===== config.mk =====
export PLATFORM = sky130hd
export DESIGN_NAME = core_mem_arbiter
export DESIGN_NICKNAME = d
export VERILOG_FILES = /design/src/rtl/core_mem_arbiter.sv
export SDC_FILE = /design/constraint.sdc
export NUM_CORES = 1
export LEC_CHECK = 0
export ABC_AREA = 0
export CAP_MARGIN = 0
export CORE_AREA = 4 4 179 181
export CTS_CLUSTER_SIZE = 16
export DETAILED_ROUTE_END_ITERATION = 7
export DIE_AREA = 0 0 183 185
export PLACE_DENSITY_LB_ADDON = 0.05
export SLEW_MARGIN = 10
export SYNTH_ARGS = -nofsm -noshare
export SYNTH_HDL_FRONTEND = slang
export SYNTH_SLANG_ARGS = --single-unit

===== constraint.sdc =====
create_clock -name clk -period 3.3 [get_ports clk]
set_clock_uncertainty 0.15 [all_clocks]
set_input_delay 0.66 -clock clk [delete_from_list [all_inputs] [get_ports clk]]
set_output_delay 0.66 -clock clk [all_outputs]
set_load 0.01 [all_outputs]

===== src/rtl/core_mem_arbiter.sv =====
// rtl/core_mem_arbiter.sv - two-port (fetch/vector) to one memory bus arbiter; optional stats via CORE_MEM_ARB_STATS_EN
module core_mem_arbiter #(
    parameter int ADDR_W     = 21,
    parameter int DATA_W     = 64,
    parameter int V_PRIORITY = 1
) (
    input  logic              clk,
    input  logic              rst_n,
    input  logic              f_req_valid,
    output logic              f_req_ready,
    input  logic              f_req_write,
    input  logic [ADDR_W-1:0] f_req_addr,
    input  logic [DATA_W-1:0] f_req_wdata,
    output logic              f_resp_valid,
    output logic [DATA_W-1:0] f_resp_rdata,
    input  logic              v_req_valid,
    output logic              v_req_ready,
    input  logic              v_req_write,
    input  logic [ADDR_W-1:0] v_req_addr,
    input  logic [DATA_W-1:0] v_req_wdata,
    output logic              v_resp_valid,
    output logic [DATA_W-1:0] v_resp_rdata,
    output logic              m_req_valid,
    input  logic              m_req_ready,
    output logic              m_req_write,
    output logic [ADDR_W-1:0] m_req_addr,
    output logic [DATA_W-1:0] m_req_wdata,
    input  logic              m_resp_valid,
    input  logic [DATA_W-1:0] m_resp_rdata
`ifdef CORE_MEM_ARB_STATS_EN
    ,
    output logic [31:0]       f_grant_cnt,
    output logic [31:0]       v_grant_cnt,
    output logic [31:0]       conflict_cnt
`endif
);

    typedef enum logic [1:0] {S_IDLE, S_ISSUE, S_WAIT} state_t;

    state_t              state, state_nxt;
    logic                grant_f, grant_v;
    logic                prio_v;     // 1: V wins the next conflict
    logic                owner_v;    // 1: transaction in flight belongs to V
    logic                lat_write;
    logic [ADDR_W-1:0]   lat_addr;
    logic [DATA_W-1:0]   lat_wdata;

    // Next-state and grant decision; grants only exist in IDLE
    always_comb begin
        state_nxt = state;
        grant_f   = 1'b0;
        grant_v   = 1'b0;
        case (state)
            S_IDLE: begin
                if (f_req_valid && v_req_valid) begin
                    grant_v = prio_v;
                    grant_f = !prio_v;
                end else begin
                    grant_f = f_req_valid;
                    grant_v = v_req_valid;
                end
                if (grant_f || grant_v) state_nxt = S_ISSUE;
            end
            S_ISSUE: if (m_req_ready)  state_nxt = S_WAIT;
            S_WAIT:  if (m_resp_valid) state_nxt = S_IDLE;
            default: state_nxt = S_IDLE;
        endcase
    end

    // Ready is gated by reset so nothing is acknowledged while held in reset
    assign f_req_ready = grant_f && rst_n;
    assign v_req_ready = grant_v && rst_n;
    assign m_req_valid = (state == S_ISSUE);
    assign m_req_write = lat_write;
    assign m_req_addr  = lat_addr;
    assign m_req_wdata = lat_wdata;

    // State register
    always_ff @(posedge clk or negedge rst_n) begin
        if (!rst_n) state <= S_IDLE;
        else        state <= state_nxt;
    end

    // Latch the winning request, its owner and the round-robin pointer on grant
    always_ff @(posedge clk or negedge rst_n) begin
        if (!rst_n) begin
            prio_v    <= (V_PRIORITY != 0);
            owner_v   <= 1'b0;
            lat_write <= 1'b0;
            lat_addr  <= '0;
            lat_wdata <= '0;
        end else if (grant_f) begin
            prio_v    <= 1'b1;
            owner_v   <= 1'b0;
            lat_write <= f_req_write;
            lat_addr  <= f_req_addr;
            lat_wdata <= f_req_wdata;
        end else if (grant_v) begin
            prio_v    <= 1'b0;
            owner_v   <= 1'b1;
            lat_write <= v_req_write;
            lat_addr  <= v_req_addr;
            lat_wdata <= v_req_wdata;
        end
    end

    // Route the downstream response to the owner as a registered one-cycle pulse
    always_ff @(posedge clk or negedge rst_n) begin
        if (!rst_n) begin
            f_resp_valid <= 1'b0;
            v_resp_valid <= 1'b0;
            f_resp_rdata <= '0;
            v_resp_rdata <= '0;
        end else begin
            f_resp_valid <= 1'b0;
            v_resp_valid <= 1'b0;
            if (state == S_WAIT && m_resp_valid) begin
                if (owner_v) begin
                    v_resp_valid <= 1'b1;
                    v_resp_rdata <= m_resp_rdata;
                end else begin
                    f_resp_valid <= 1'b1;
                    f_resp_rdata <= m_resp_rdata;
                end
            end
        end
    end

`ifdef CORE_MEM_ARB_STATS_EN
    // Free-running grant and conflict counters, wrapping at 2^32
    always_ff @(posedge clk or negedge rst_n) begin
        if (!rst_n) begin
            f_grant_cnt  <= '0;
            v_grant_cnt  <= '0;
            conflict_cnt <= '0;
        end else begin
            if (grant_f) f_grant_cnt <= f_grant_cnt + 32'd1;
            if (grant_v) v_grant_cnt <= v_grant_cnt + 32'd1;
            if (state == S_IDLE && f_req_valid && v_req_valid)
                conflict_cnt <= conflict_cnt + 32'd1;
        end
    end
`endif

endmodule


==> flow_metrics.env <==
export IMPL_grt_max_degree=114
export IMPL_drtIter0Drc=283
export IMPL_hp_class="register to register"
export IMPL_slew_violations=0
export IMPL_synth_area_leader_cell="dfrtp_1"
export IMPL_wl_per_cell_um=21.1
export IMPL_cp_start_kind="register"
export IMPL_synth_area_top_cells="dfrtp_1, mux2_2, a221o_1, and3_1, buf_6"
export IMPL_syn_nets=862
export IMPL_final_antenna_net_count=0
export IMPL_ys_warn_count=0
export IMPL_h_tree_depth=1
export IMPL_drive_gt1_frac=0.173
export IMPL_dp_hpwl_mm=22.3
export IMPL_irDropWorstVdd_mv=0.382
export IMPL_rsz0062_at_grt="no"
export IMPL_finalSetupViolCount=0
export IMPL_num_nets_final=1311
export IMPL_min_period_ns=3.09
export IMPL_start_util=0.293
export IMPL_grt_overflow_total=0
export IMPL_gp_congestion=0.774
export IMPL_cp_slowest_cell="clkdlybuf4s50_1"
export IMPL_cts_buffers_inserted=26
export IMPL_vias=7058
export IMPL_ios=461
export IMPL_fp_dieW_um=183
export IMPL_portBuffers=460
export IMPL_holdWs_ns=0.352
export IMPL_path_cells="nor2_4, and3_4, and2_1, clkdlybuf4s50_1"
export IMPL_syn_to_final_growth_pct=64.8
export IMPL_viasPerCell=4.76
export IMPL_leakagePower_uw=0.00638
export IMPL_critPathBufInv=1
export IMPL_wirelength_mm=31.3
export IMPL_cts_resized=0
export IMPL_tns_ns=0
export IMPL_cts_sinks=220
export IMPL_clock_fmax_mhz=324
export IMPL_synth_top_cell_area_share=0.615
export IMPL_cp_required_ns=2.49
export IMPL_tightest_slew_ns=0.898
export IMPL_status="complete, no violations"
export IMPL_crit_path_max_incr_delay_ns=0.56
export IMPL_core_mm2=0.0304
export IMPL_grt_pass1_wl_mm=46.3
export IMPL_grt_pass1_vias=7539
export IMPL_cts_buffer_depth=3
export IMPL_die_h_um=185
export IMPL_netlist_area_mm2=0.00892
export IMPL_cts_root_buf="clkbuf_16"
export IMPL_path_clk_slew_ns=0.06
export IMPL_ys_seq_elements=220
export IMPL_finalCritPeriodShare=0.937
export IMPL_hold_buffers=1
export IMPL_avgSynthCellArea_um2=14.4
export IMPL_dieArea_mm2=0.0339
export IMPL_antenna_found_initial=2
export IMPL_power_density_mw_per_mm2=928
export IMPL_grtUsageTotal=0.175
export IMPL_drc=0
export IMPL_ys_types=28
export IMPL_cts_tree="done"
export IMPL_critPathMaxFanout=13
export IMPL_endpoint_kind="primary output"
export IMPL_yosysSeqAreaShare=0.618
export IMPL_arrival_ns=2.28
export IMPL_postCtsSetupBuffers=0
export IMPL_drt_pass1_iterations=4
export IMPL_slew_headroom=0.401
export IMPL_insertion_delay_ns=0.52
export IMPL_critPathKind="register to primary output"
export IMPL_rows=64
export IMPL_hold_viol_final=0
export IMPL_syn_inst=620
export IMPL_crit_family="simple AND/OR/NAND/NOR gates"
export IMPL_maxCapViolCount=0
## state kept, by name, indices dropped and copies added (netlist names)
signal,count
m_req_wdata,64
owner_v,1
m_req_addr,21
v_resp_valid,1
m_req_write,1
f_resp_valid,1
v_resp_rdata,64
state,2
f_resp_rdata,64
prio_v,1
## cell type report
| cell class | count | area, um^2 |
|---|---|---|
| Clock inverter | 7 | 41.3 |
| Antenna cell | 1 | 2.50 |
| Timing Repair Buffer | 474 | 4790 |
| Tap cell | 396 | 495 |
| Sequential cell | 220 | 5510 |
| Clock buffer | 39 | 771 |
| Fill cell | 2759 | 15700 |
| Inverter | 2 | 7.51 |
| Multi-Input combinational cell | 345 | 3080 |
## per-stage QoR
stage | total power [uW] | instance area, um^2 | instances | worst slack (ns) | util
after floorplan | 7380 | 8920 | 620 | 1.10 | -
after global placement | 11000 | 13900 | 1436 | 0.270 | 0.456
after detailed placement | 11000 | 13900 | 1436 | 0.262 | 0.456
after CTS | 13900 | 14700 | 1483 | 0.174 | 0.483
after global routing | 14500 | 14700 | 1484 | 0.0834 | 0.483
final | 13600 | 14700 | 1484 | 0.209 | 0.483
## per-layer routing
| metal | up-vias | routed length (um) | track usage |
|---|---|---|---|
| met1 | 3446 | 12100 | 0.211 |
| li1 | 3247 | - | - |
| met4 | 2 | 916 | 0.0530 |
| met3 | 53 | 2920 | 0.0581 |
| met2 | 310 | 15300 | 0.300 |
| met5 | - | 20 | 0 |
## cells in the mapped netlist (all sizes together)
cell type  count
a211oi         2
a21bo          1
a21boi         1
a21o           1
a21oi         12
a221o         72
a22o           2
a2bb2oi        2
and2           1
and3          74
and4bb         1
buf           30
clkbuf        23
dfrtp        219
dfstp          1
inv            2
mux2         128
nand2b         2
nand4b         1
nor2          16
o21ai         16
o31ai         12
or2            1
## layout by cell type, fill, tap and decap left out, types with 2 or more instances in the layout
| cell | netlist | layout |
|---|---|---|
| clkbuf_16 | 0 | 27 |
| a2bb2oi_1 | 2 | 2 |
| a221o_1 | 72 | 72 |
| o31ai_1 | 12 | 12 |
| inv_1 | 2 | 2 |
| buf_4 | 6 | 7 |
| nand2b_1 | 2 | 2 |
| clkdlybuf4s50_1 | 0 | 459 |
| buf_12 | 0 | 6 |
| a22o_1 | 2 | 2 |
| nor2_1 | 15 | 15 |
| clkinv_2 | 0 | 5 |
| dfrtp_1 | 219 | 219 |
| and3_1 | 73 | 73 |
| a211oi_1 | 2 | 2 |
| o21ai_0 | 15 | 15 |
| clkbuf_8 | 0 | 5 |
| clkbuf_1 | 23 | 7 |
| mux2_2 | 128 | 128 |
| a21oi_1 | 12 | 12 |
## cell families (layout without fill, tap and decap cells)
group	count (synthesis)	count (layout)	share of synthesized area
muxes	128	128	0.162
buffers and inverters	55	522	0.0396
other	0	1	0
and+or+nand+nor	96	96	0.0653
AOI/OAI and AO/OA	121	121	0.116
DFF	220	220	0.618
## power by group
group | internal (uW) | switching [uW] | leakage, uW | total (uW)
Sequential | 3990 | 662 | 0.00272 | 4650
Combinational | 3660 | 2590 | 0.00326 | 6250
Clock | 1610 | 1120 | 0.000401 | 2730
## path summary, 6_finish.rpt
path | start | end | slack, ns | depth (start not counted)
worst max-delay path | state[1] | v_req_ready | 0.21 | 4
worst min-delay path | v_resp_rdata[9] | v_resp_rdata[9] | 0.35 | 1
worst max register to register | state[1] | m_req_wdata[7] | 0.98 | 4
worst min register to register | v_resp_rdata[9] | v_resp_rdata[9] | 0.35 | 1
max in group asynchronous | rst_n | f_resp_rdata[12] | 1.70 | 3
min in group asynchronous | rst_n | f_resp_rdata[34] | 0.43 | 2
(Power assumes the default switching activity.)
